$ cat src/rtl/qed_dup_unit_pkg.sv
// Shared opcodes, field positions, state encoding and helpers for the
// QED duplication unit.
package qed_pkg;

    localparam logic [6:0] OP     = 7'b0110011;
    localparam logic [6:0] OP_IMM = 7'b0010011;
    localparam logic [6:0] LOAD   = 7'b0000011;
    localparam logic [6:0] STORE  = 7'b0100011;
    localparam logic [6:0] BRANCH = 7'b1100011;
    localparam logic [6:0] JAL    = 7'b1101111;
    localparam logic [6:0] JALR   = 7'b1100111;
    localparam logic [6:0] LUI    = 7'b0110111;
    localparam logic [6:0] AUIPC  = 7'b0010111;
    localparam logic [6:0] SYSTEM = 7'b1110011;
    localparam logic [6:0] FENCE  = 7'b0001111;

    localparam int unsigned OPC_LSB   = 0;
    localparam int unsigned RD_LSB    = 7;
    localparam int unsigned RS1_LSB   = 15;
    localparam int unsigned RS2_LSB   = 20;
    localparam int unsigned IMM_I_LSB = 20;
    localparam int unsigned IMM_SH_LSB = 25;
    localparam int unsigned IMM_SL_LSB = 7;

    localparam logic [31:0] NOP_INST_DEFAULT = 32'h0000_0013;

    typedef enum logic {
        ORIG = 1'b0,
        DUP  = 1'b1
    } state_t;

    // x0 is hard-wired, so it must stay x0 in the duplicate stream.
    function automatic logic [4:0] remap_reg(input logic [4:0] r, input logic [4:0] off);
        return (r == 5'd0) ? r : r + off;
    endfunction

endpackage

$ cat src/rtl/qed_dup_unit_if.sv
// Fetch-side and decode-side signal bundle of the QED duplication unit.
interface qed_dup_unit_if #(
    parameter int unsigned DEPTH = 8
);
    localparam int unsigned CNT_W = $clog2(DEPTH) + 1;

    logic              ena;
    logic [31:0]       ifu_instruction_i;
    logic              ifu_vld_i;
    logic              stall_IF_i;
    logic              exec_dup_i;
    logic              ifu_ready_o;
    logic [31:0]       qed_instruction_o;
    logic              vld_out_o;
    logic              dup_active_o;
    logic [CNT_W-1:0]  count_o;
    logic              nop_subst_o;

    modport slave (
        input  ena, ifu_instruction_i, ifu_vld_i, stall_IF_i, exec_dup_i,
        output ifu_ready_o, qed_instruction_o, vld_out_o, dup_active_o,
               count_o, nop_subst_o
    );

    modport master (
        output ena, ifu_instruction_i, ifu_vld_i, stall_IF_i, exec_dup_i,
        input  ifu_ready_o, qed_instruction_o, vld_out_o, dup_active_o,
               count_o, nop_subst_o
    );

endinterface

$ cat src/rtl/qed_dup_unit_xform.sv
// Combinational EDDI-V transform: shifts register indices into the duplicate
// register half and memory offsets into the duplicate region.
module qed_xform
    import qed_pkg::*;
#(
    parameter int unsigned REG_OFFSET = 16,
    parameter logic [11:0] MEM_OFFSET = 12'h400,
    parameter logic [31:0] NOP_INST   = NOP_INST_DEFAULT
) (
    input  logic [31:0] inst,
    output logic [31:0] inst_out,
    output logic        nop
);

    localparam logic [4:0] ROFF = 5'(REG_OFFSET);

    logic [6:0]  opcode;
    logic [4:0]  rd, rs1, rs2;
    logic [11:0] imm_i, imm_s;

    assign opcode = inst[OPC_LSB +: 7];
    assign rd     = inst[RD_LSB +: 5];
    assign rs1    = inst[RS1_LSB +: 5];
    assign rs2    = inst[RS2_LSB +: 5];
    assign imm_i  = inst[IMM_I_LSB +: 12] + MEM_OFFSET;
    assign imm_s  = {inst[IMM_SH_LSB +: 7], inst[IMM_SL_LSB +: 5]} + MEM_OFFSET;

    always_comb begin
        inst_out = inst;
        nop      = 1'b0;
        case (opcode)
            OP: begin
                inst_out[RD_LSB +: 5]  = remap_reg(rd, ROFF);
                inst_out[RS1_LSB +: 5] = remap_reg(rs1, ROFF);
                inst_out[RS2_LSB +: 5] = remap_reg(rs2, ROFF);
            end
            OP_IMM: begin
                inst_out[RD_LSB +: 5]  = remap_reg(rd, ROFF);
                inst_out[RS1_LSB +: 5] = remap_reg(rs1, ROFF);
            end
            LOAD: begin
                inst_out[RD_LSB +: 5]     = remap_reg(rd, ROFF);
                inst_out[RS1_LSB +: 5]    = remap_reg(rs1, ROFF);
                inst_out[IMM_I_LSB +: 12] = imm_i;
            end
            STORE: begin
                inst_out[RS1_LSB +: 5]    = remap_reg(rs1, ROFF);
                inst_out[RS2_LSB +: 5]    = remap_reg(rs2, ROFF);
                inst_out[IMM_SH_LSB +: 7] = imm_s[11:5];
                inst_out[IMM_SL_LSB +: 5] = imm_s[4:0];
            end
            LUI, AUIPC: begin
                inst_out[RD_LSB +: 5] = remap_reg(rd, ROFF);
            end
            // Control flow, system, fence and unknown opcodes are not replayed.
            default: begin
                inst_out = NOP_INST;
                nop      = 1'b1;
            end
        endcase
    end

endmodule

$ cat src/rtl/qed_dup_unit.sv
// QED instruction-duplication unit: passes originals to decode while queueing
// them, then replays the transformed duplicates from an inline FIFO.
module qed_dup_unit
    import qed_pkg::*;
#(
    parameter int unsigned DEPTH      = 8,
    parameter int unsigned REG_OFFSET = 16,
    parameter logic [11:0] MEM_OFFSET = 12'h400,
    parameter logic [31:0] NOP_INST   = NOP_INST_DEFAULT
) (
    input  logic            clk,
    input  logic            rst,
    qed_dup_unit_if.slave   bus
);

    localparam int unsigned AW    = $clog2(DEPTH);
    localparam int unsigned CNT_W = AW + 1;

    state_t            state;
    logic [31:0]       mem [DEPTH];
    logic [AW-1:0]     wr_ptr, rd_ptr;
    logic [CNT_W-1:0]  count, post_count;
    logic [31:0]       qed_inst;
    logic              vld_out, dup_active, nop_subst;
    logic              adv, push, go_dup;
    logic [31:0]       x_inst;
    logic              x_nop;

    assign adv  = ~bus.stall_IF_i;
    assign push = adv & (state == ORIG) & bus.ena & bus.ifu_vld_i;
    assign post_count = count + CNT_W'(push);

    // Full-trigger and exec_dup collapse into one transition on the same edge.
    assign go_dup = adv & (state == ORIG) & bus.ena &
                    ((bus.exec_dup_i & (post_count != '0)) |
                     (post_count == CNT_W'(DEPTH)));

    qed_xform #(
        .REG_OFFSET (REG_OFFSET),
        .MEM_OFFSET (MEM_OFFSET),
        .NOP_INST   (NOP_INST)
    ) u_xform (
        .inst     (mem[rd_ptr]),
        .inst_out (x_inst),
        .nop      (x_nop)
    );

    always_ff @(posedge clk) begin
        if (push) begin
            mem[wr_ptr] <= bus.ifu_instruction_i;
        end
    end

    always_ff @(posedge clk or posedge rst) begin
        if (rst) begin
            state      <= ORIG;
            wr_ptr     <= '0;
            rd_ptr     <= '0;
            count      <= '0;
            qed_inst   <= NOP_INST;
            vld_out    <= 1'b0;
            dup_active <= 1'b0;
            nop_subst  <= 1'b0;
        end else if (adv) begin
            case (state)
                ORIG: begin
                    nop_subst <= 1'b0;
                    vld_out   <= bus.ifu_vld_i;
                    if (bus.ena) begin
                        if (push) begin
                            qed_inst <= bus.ifu_instruction_i;
                            wr_ptr   <= wr_ptr + 1'b1;
                        end
                        count <= post_count;
                        if (go_dup) begin
                            state      <= DUP;
                            dup_active <= 1'b1;
                        end
                    end else begin
                        qed_inst <= bus.ifu_instruction_i;
                    end
                end
                DUP: begin
                    qed_inst  <= x_inst;
                    nop_subst <= x_nop;
                    vld_out   <= 1'b1;
                    rd_ptr    <= rd_ptr + 1'b1;
                    count     <= count - 1'b1;
                    if (count == CNT_W'(1)) begin
                        state      <= ORIG;
                        dup_active <= 1'b0;
                    end
                end
                default: begin
                    state      <= ORIG;
                    dup_active <= 1'b0;
                end
            endcase
        end
    end

    assign bus.ifu_ready_o       = adv & (state == ORIG);
    assign bus.qed_instruction_o = qed_inst;
    assign bus.vld_out_o         = vld_out;
    assign bus.dup_active_o      = dup_active;
    assign bus.count_o           = count;
    assign bus.nop_subst_o       = nop_subst;

endmodule

$ cat src/flat_wrapper.sv
// flat-port wrapper written by rule: the top's interface ports become plain ports
module qed_dup_unit_flat import qed_pkg::*;
#(
    parameter int unsigned DEPTH      = 8,
    parameter int unsigned REG_OFFSET = 16,
    parameter logic [11:0] MEM_OFFSET = 12'h400,
    parameter logic [31:0] NOP_INST   = NOP_INST_DEFAULT
)
  (clk, rst, bus_ena, bus_ifu_instruction_i, bus_ifu_vld_i, bus_stall_IF_i, bus_exec_dup_i, bus_ifu_ready_o, bus_qed_instruction_o, bus_vld_out_o, bus_dup_active_o, bus_count_o, bus_nop_subst_o);
  qed_dup_unit_if #(.DEPTH(DEPTH)) bus_i ();
  input  logic clk;
  input  logic rst;
  input wire logic [$bits(bus_i.ena)-1:0] bus_ena;
  input wire logic [$bits(bus_i.ifu_instruction_i)-1:0] bus_ifu_instruction_i;
  input wire logic [$bits(bus_i.ifu_vld_i)-1:0] bus_ifu_vld_i;
  input wire logic [$bits(bus_i.stall_IF_i)-1:0] bus_stall_IF_i;
  input wire logic [$bits(bus_i.exec_dup_i)-1:0] bus_exec_dup_i;
  output wire logic [$bits(bus_i.ifu_ready_o)-1:0] bus_ifu_ready_o;
  output wire logic [$bits(bus_i.qed_instruction_o)-1:0] bus_qed_instruction_o;
  output wire logic [$bits(bus_i.vld_out_o)-1:0] bus_vld_out_o;
  output wire logic [$bits(bus_i.dup_active_o)-1:0] bus_dup_active_o;
  output wire logic [$bits(bus_i.count_o)-1:0] bus_count_o;
  output wire logic [$bits(bus_i.nop_subst_o)-1:0] bus_nop_subst_o;
  assign bus_i.ena = bus_ena;
  assign bus_i.ifu_instruction_i = bus_ifu_instruction_i;
  assign bus_i.ifu_vld_i = bus_ifu_vld_i;
  assign bus_i.stall_IF_i = bus_stall_IF_i;
  assign bus_i.exec_dup_i = bus_exec_dup_i;
  assign bus_ifu_ready_o = bus_i.ifu_ready_o;
  assign bus_qed_instruction_o = bus_i.qed_instruction_o;
  assign bus_vld_out_o = bus_i.vld_out_o;
  assign bus_dup_active_o = bus_i.dup_active_o;
  assign bus_count_o = bus_i.count_o;
  assign bus_nop_subst_o = bus_i.nop_subst_o;
  qed_dup_unit #(.DEPTH(DEPTH), .REG_OFFSET(REG_OFFSET), .MEM_OFFSET(MEM_OFFSET), .NOP_INST(NOP_INST)) u_core (.clk(clk), .rst(rst), .bus(bus_i));
endmodule
$ cat config.mk
export PLATFORM = sky130hd
export DESIGN_NAME = qed_dup_unit_flat
export DESIGN_NICKNAME = d
export VERILOG_FILES = /design/src/rtl/qed_dup_unit_pkg.sv /design/src/rtl/qed_dup_unit_if.sv /design/src/rtl/qed_dup_unit_xform.sv /design/src/rtl/qed_dup_unit.sv /design/src/flat_wrapper.sv
export SDC_FILE = /design/constraint.sdc
export NUM_CORES = 1
export LEC_CHECK = 0
export BUFFER_PORTS_ARGS = -buffer_cell sky130_fd_sc_hd__buf_2
export CAP_MARGIN = 25
export CORE_MARGIN = 1.5
export CORE_UTILIZATION = 55
export CTS_BUF_LIST = sky130_fd_sc_hd__clkbuf_16
export DETAILED_ROUTE_END_ITERATION = 10
export GPL_TIMING_DRIVEN = 0
export PLACE_DENSITY = 0.78
export SETUP_SLACK_MARGIN = 0.4
export SLEW_MARGIN = 15
export SYNTH_ARGS = -nofsm -noshare
export SYNTH_HDL_FRONTEND = slang
export SYNTH_SLANG_ARGS = --single-unit
$ cat constraint.sdc
create_clock -name clk -period 5.22 [get_ports clk]
set_clock_uncertainty 0.15 [all_clocks]
set_input_delay 1.305 -clock clk [delete_from_list [all_inputs] [get_ports clk]]
set_output_delay 1.305 -clock clk [all_outputs]
set_load 0.005 [all_outputs]
# Yosys cells after proc, flatten, opt, wreduce, memory -nomap -nowiden
# Memories as Yosys holds them, arrays and structs flattened.
# Index checks and enable logic that the tools add are counted.
[totals]
regBits = 46
latchBits = 0
ramBits = 256
romBits = 0
in_bits = 38
output_inout_bits = 40
elab_cells = 81
mem_count = 1
[op_classes]
add_sub_neg = 9
mul = 0
n_div = 0
magnitude_cmp = 0
eq_ne = 12
n_shift = 0
n_mux = 27
n_bitwise = 8
reduce_logical = 16
[mem_list]
columns = ["name", "depth", "width", "rd", "rd_clocked_by_memory_dff", "write_ports", "line", "rtl"]
rows = [
  ["u_core.mem", 8, 32, 1, 0, 1, "qed_dup_unit.sv:20", "logic [31:0] mem [DEPTH];"],
]
[ops]
columns = ["operator", "count"]
rows = [
  ["$mux 32", 2],
  ["$pmux 32 s2", 1],
  ["$add 12x11->12 const B", 2],
  ["$eq 7x6->1 const B", 3],
  ["$pmux 7 s3", 1],
  ["$pmux 5 s2", 2],
  ["$add 5x5->5 const B", 3],
  ["$logic_not 5->1", 3],
  ["$mux 5", 3],
  ["$pmux 5 s3", 1],
  ["$eq 7x5->1 const B", 2],
  ["$mux 1", 9],
  ["$pmux 1 s2", 4],
  ["$pmux 4 s2", 1],
  ["$reduce_and 4->1", 2],
  ["$reduce_or 4->1", 2],
  ["$eq 7x2->1 const B", 1],
  ["$mux 7", 1],
  ["$add 3x1->3 const B", 2],
  ["$reduce_and 2->1", 3],
  ["$reduce_or 6->1", 1],
  ["$and 1x1->1", 5],
  ["$reduce_or 5->1", 1],
  ["$add 4x1->4", 1],
  ["other kinds (13)", 16],
]

# Logic depth before layout (Yosys ltp)
# Gate-level depths: netlist of the first run.
[logic_depth]
word_depth = 12
depth_mapped = 10
depth_no_buf = 10

# Cells and area by module
# From an unflattened synthesis of the first run, not the netlist that was laid out.
[unflattened]
cells_unflattened = 654
area_unflattened_um2 = 12413.2
[modules_own_cells]
columns = ["module", "n_inst", "cells_per_inst", "area_each_um2", "seq_area_each_um2"]
rows = [
  ["qed_dup_unit", 1, 592, 12006.5, 8842.2],
  ["qed_xform", 1, 62, 406.6, 0.0],
]

# Worst setup path after synthesis of the first run
# OpenSTA, ideal clock, no wires.
[synth_path]
path_type = "in2reg"
start = "input bus_ena"
end = "memory u_core.mem[1][0] (enable)"
setup_ns = 0.461
arrival_time_ns = 4.287
t_required_ns = 4.609
slack_ns = 0.322
stages = 5
cell_sequence = "clkbuf_1 -> nand2_1 -> nor2_1 -> nand2_1 -> nor3_1"
[synth_via]
elab_chain_cells = 4
[synth_rtl]
columns = ["element", "line", "rtl"]
rows = [
  ["start: declaration", "flat_wrapper.sv:13", "input wire logic [$bits(bus_i.ena)-1:0] bus_ena;"],
  ["$and 1x1->1 (2 in a row)", "qed_dup_unit.sv:30", "assign push = adv & (state == ORIG) & bus.ena & bus.ifu_vld_i;"],
  ["$mux 1", "qed_dup_unit.sv:49", "if (push) begin"],
  ["$mux 1 (not written as such)", "qed_dup_unit.sv:50", "mem[wr_ptr] <= bus.ifu_instruction_i;"],
  ["end: declaration", "qed_dup_unit.sv:20", ""],
]
# Every way passes these cells.

# Worst setup path in the final report of the first run
[layout_path]
start = "input bus_ena"
end = "memory u_core.mem[7][2] (enable)"
# The elaborated chain is that of the path after synthesis.

==> run metrics, run 1 <==
DRC viols=0; Overflow after GRT=0; DRT antenna net count=0; Site Rows=53; initial antenna violation count=2; largest fanout on the critical path=17; syn_nets=751; area grow syn2layout=16.8%; final hold slack=337 ps; vias=7025; synthesized flop and latch total=302; critical path arrival=3410 ps; Initial Utilization=0.567; synthesized instance count=707; Reg area=8840 µm²; io pins=78; Die H=151 µm; Setup Buffers After CTS=0; critical path class=input pin to register; synthesized area=12000 µm²; Final setup viols=0; Synth async-reset ratio=0.152; post-synthesis sequential area ratio=0.735; crit-path max cell delay=640 ps; fin nets=870; Die ar.=22800 µm²; clk sinks=302; final worst-path cycle share=0.634; crit path launch type=input pin; port buffer count=76; # H-tree levels=1; peak supply drop=0.000342 V; power per cell area=533 nW/µm²; vias in the first global route=7417; core area=21200 µm²; post-route cell area=14100 µm²; slew of the pin with the lowest slew margin=906 ps; Filler cells=1446; Placement Cell Area=13100 µm²; Die W=151 µm; Worst path slowest cell=nor2_4; CP delay by family, top=simple AND/OR/NAND/NOR gates; clock slew at reported path FFs=60 ps; outcome=finished clean; share of cells above drive strength 1=0.272; Post-CTS Resized=0; Final GP Congestion=0.796; Rel. slew slack=0.396; CP Data Required Time=5320 ps; TritonCTS Buffers=30; TritonCTS clock tree=done; most frequent cells in the layout=edfxtp_1 (256), buf_2 (86), nand2_1 (46); vias per cell=6.23; WL final=28300 µm; Root Buffer=clkbuf_16; commonest non-fill, non-tap cell in the layout=edfxtp_1; Post-CTS Hold Buffers=0; critical path, cell by cell=clkbuf_1, nand2_1, nor2_1, nand2_1, nor2_4, buf_16; Setup crit end kind=register; Min-Delay Path Class=register to register; Final min period=3310 ps; Leak=4.98 nW; Post-DP HPWL=18400 µm; f_max=302 MHz; GRT Total Usage=0.260; 1st-iter DRT viols=599; Post-synth EDFFs=256; most used flip-flop cell after synthesis=edfxtp_1; DR WL/cell=25.1 µm; first-pass detailed-route iteration total=5; Multi-input gate area=3010 µm²; Slew Viols, Final=0; synth unique cells=58; worst path bufs/invs=2; synth warn=0; Cells after DPL=1069; largest net degree at the start of global routing=35; max cap viols=0; Non-Filler Instances=1128; clk buf depth=3; setup TNS=0 ps; final hold violation count=0; Crit path top cell by count=nand2_1; first-pass GRT wire length=42800 µm; worst skew pair latency=550 ps; Syn Area/Cell=17.0 µm²; unrepaired setup endpoints after global routing=no
## power by group
group / internal (mW) / total, mW / switching, mW
logic: 0.988 / 2.31 / 1.32
registers: 2.86 / 3.04 / 0.184
clock network: 1.27 / 2.14 / 0.873
total: 5.11 / 7.49 / 2.38
## metal layers
metal	share of wire	wire length, µm	track usage
met1	0.38	10800	0.345
met2	0.50	14200	0.446
met3	0.087	2450	0.0407
met4	0.031	875	0.0840
met5	0.00042	12	0
## final cells by class
| class | count | share of cell area |
|---|---|---|
| diodes | 3 | 0.000534 |
| plain buffers | 35 | 0.0148 |
| clock buffers | 31 | 0.0552 |
| clock inverters | 25 | 0.0152 |
| inverters | 10 | 0.00267 |
| multi-input cells | 360 | 0.214 |
| flip-flops and latches | 302 | 0.629 |
| well taps | 275 | 0.0245 |
| repair buffers | 87 | 0.0438 |
## worst paths after layout
path | startpoint | end | slack (ps) | cells past startpoint
worst max-delay path | bus_ena | u_core.mem[7][2] | 1910 | 6
worst min-delay path | u_core.bus.qed_instruction_o[0] | u_core.bus.qed_instruction_o[0] | 340 | 2
worst max register to register | u_core.rd_ptr[0] | u_core.bus.qed_instruction_o[14] | 2180 | 10
worst min register to register | u_core.bus.qed_instruction_o[0] | u_core.bus.qed_instruction_o[0] | 340 | 2
max in group asynchronous | rst | u_core.bus.qed_instruction_o[1] | 3770 | 3
min in group asynchronous | rst | u_core.state | 560 | 2
## cells in the mapped netlist, drive strengths merged, types with 4 or more instances
cell	instances	area [µm²]
a21oi	43	215
a221o	8	80.1
a22oi	7	52.6
buf	22	159
clkbuf	13	48.8
dfrtp	43	1080
edfxtp	256	7690
ha	6	75.1
inv	10	37.5
mux2	27	304
mux2i	35	350
mux4	36	811
nand2	46	173
nand2b	4	25.0
nand3	10	50.1
nor2	44	165
nor3	5	25.0
o21a	4	30.0
o21ai	28	140
o22ai	8	50.1
xnor2	4	35.0
## state kept, by name, summed over array words and instances (netlist names)
signal and count:
u_core.mem 256, u_core.bus.qed_instruction_o 32, u_core.bus.count_o 4, u_core.rd_ptr 3, u_core.wr_ptr 3, u_core.bus.dup_active_o 1, u_core.bus.nop_subst_o 1, u_core.bus.vld_out_o 1
u_core.state 1
## worst min-delay path: stages, from the launching register on
cell	delay, ps
dfstp_2	390
nand2_1	60
nand2_1	40
## cell families after synthesis
| logic type | synth area share |
|---|---|
| buf+inv | 0.0204 |
| xor+xnor | 0.00510 |
| simple gates | 0.0494 |
| mux | 0.122 |
| flops | 0.735 |
| compound gates | 0.0623 |
| fa+ha+maj | 0.00624 |
## per-stage QoR
stage               setup slack (ps)  power, mW  utilization
floorplan                       1180       4.54            -
global placement                -401       5.23        0.602
detailed placement              1340       5.35        0.615
CTS                             1890       7.50        0.662
global route                    1740       7.78        0.662
finish                          1910       7.49        0.662
Power figures use the tool's default switching activity.
==> run 2, diff against run 1 <==
clock period = 3.4 ns   (was 5.22 ns; I/O delays follow)
==> run 2 against run 1 <==
  * Non-clock buffer count is the same
  * Via count is 1.0% lower
  * Clock-buffer cell count stayed put
  * First-iteration DRC count increased by 9.2%
  * Die area unchanged
==> run metrics, run 2 (synthesis gave the netlist of run 1 again) <==
outcome=finished clean; port buffer count=76; TritonCTS Buffers=30; Reg area=8840 µm²; number of flip-flops in the largest register=256; critical path arrival=3160 ps; Min-Delay Path Class=input pin to asynchronous set/reset pin; Power, Total=11.3 mW; DRT antenna net count=0; vias per cell=6.18; Setup crit end kind=register; Site Rows=53; Post-DP HPWL=18500 µm; Post-CTS Hold Buffers=0; first-pass GRT wire length=42400 µm; crit-path max cell delay=470 ps; core area=21200 µm²; WL final=28400 µm; pre-CTS setup slack=235 ps; TritonCTS clock tree=done; io pins=78; DRC viols=0; Final setup viols=0; Multi-input gate area=3020 µm²; power per cell area=805 nW/µm²; Overflow after GRT=0; Crit path top cell by count=buf_6; f_max=347 MHz; 1st-iter DRT viols=654; Final min period=2880 ps; Slew Viols, Final=0; Biggest register=u_core.mem; area grow syn2layout=16.3%; clk sinks=302; Cells after DPL=1069; most frequent cells in the layout=edfxtp_1 (256), buf_2 (84), nand2_1 (46); CP Data Required Time=3680 ps; peak supply drop=0.000592 V; final hold violation count=0; vias=6953; worst skew pair latency=550 ps; Filler cells=1428; Leak=4.94 nW; unrepaired setup endpoints after global routing=no; vias in the first global route=7321; Rel. slew slack=0.429; final worst-path cycle share=0.847; slew of the pin with the lowest slew margin=857 ps; largest net degree at the start of global routing=34; Die W=151 µm; clk buf depth=3; Placement Cell Area=13100 µm²; DR WL/cell=25.2 µm; setup ws final=522 ps; critical path, cell by cell=buf_6, buf_6, buf_6, buf_6, mux2i_1, o22ai_1, a221o_1, nor4_1, a211oi_1, o221a_2; Die ar.=22800 µm²; CP delay by family, top=compound AO/OA/AOI/OAI gates; Initial Utilization=0.567; critical path class=register to register; worst path bufs/invs=4; # H-tree levels=1; Die H=151 µm; largest fanout on the critical path=10; GRT Total Usage=0.260; Worst path slowest cell=nor4_1; setup TNS=0 ps; max cap viols=0; clock slew at reported path FFs=60 ps; share of cells above drive strength 1=0.278; first-pass detailed-route iteration total=5; Root Buffer=clkbuf_16; Final GP Congestion=0.853; fin nets=870; post-route cell area=14000 µm²; commonest non-fill, non-tap cell in the layout=edfxtp_1; initial antenna violation count=2; Non-Filler Instances=1125; crit path launch type=register
[run 2: final timing paths]
kind / slack (ps) / endpoint / start / depth (start not counted)
setup / recovery: 520 / u_core.bus.qed_instruction_o[11] / u_core.rd_ptr[0] / 10
hold / removal: 130 / u_core.wr_ptr[1] / rst / 2
setup reg to reg: 520 / u_core.bus.qed_instruction_o[11] / u_core.rd_ptr[0] / 10
hold reg to reg: 320 / u_core.bus.qed_instruction_o[3] / u_core.bus.qed_instruction_o[3] / 2
max in group asynchronous: 2380 / u_core.bus.qed_instruction_o[1] / rst / 3
min in group clk: 320 / u_core.bus.qed_instruction_o[3] / u_core.bus.qed_instruction_o[3] / 2
[run 2: what timing repair did]
action | 4_1_cts | 5_1_grt
endpoints found under the setup margin | 0 | 24
setup buffers | 0 | 0
resized for setup | 0 | 8
[run 2: final cells by class]
| class | instances | share of cell area |
|---|---|---|
| sequential | 302 | 0.632 |
| multi-input combinational | 360 | 0.216 |
| clock buffer | 31 | 0.0555 |
| timing repair buffer | 87 | 0.0436 |
| tap | 275 | 0.0246 |
| buffer | 35 | 0.0155 |
| clock inverter | 24 | 0.00975 |
| inverter | 10 | 0.00268 |
| antenna | 1 | 0.000179 |
[run 2: where the power goes]
group	internal (mW)	total [mW]	leakage (nW)	switching (mW)
clock network	1.72	3.06	0.466	1.34
logic	1.53	3.54	1.63	2.02
registers	4.38	4.66	2.85	0.274
total	7.63	11.3	4.94	3.63
[run 2: through the flow]
stage | hold WS [ps] | util
6_report | 132 | 0.659
5_1_grt | 155 | 0.659
4_1_cts | 133 | 0.658
3_5_place_dp | 312 | 0.615
3_3_place_gp | 310 | 0.603
2_1_floorplan | 294 | -
[run 2: metal layers]
layer / part of all wire / wire length, µm / vias to the layer above / track usage
met1: 0.39 / 11000 / 3499 / 0.345
met2: 0.50 / 14200 / 371 / 0.437
met5: 0.00046 / 13 / - / 0
li1: - / - / 3011 / -
met4: 0.032 / 916 / 2 / 0.100
met3: 0.079 / 2250 / 70 / 0.0410
[run 2: worst register-to-register path: stages (launching register included)]
cell	delay [ps]
dfrtp_1	380
buf_6	160
buf_6	180
buf_6	200
buf_6	230
mux2i_1	220
o22ai_1	110
a221o_1	310
nor4_1	470
a211oi_1	90
o221a_2	270
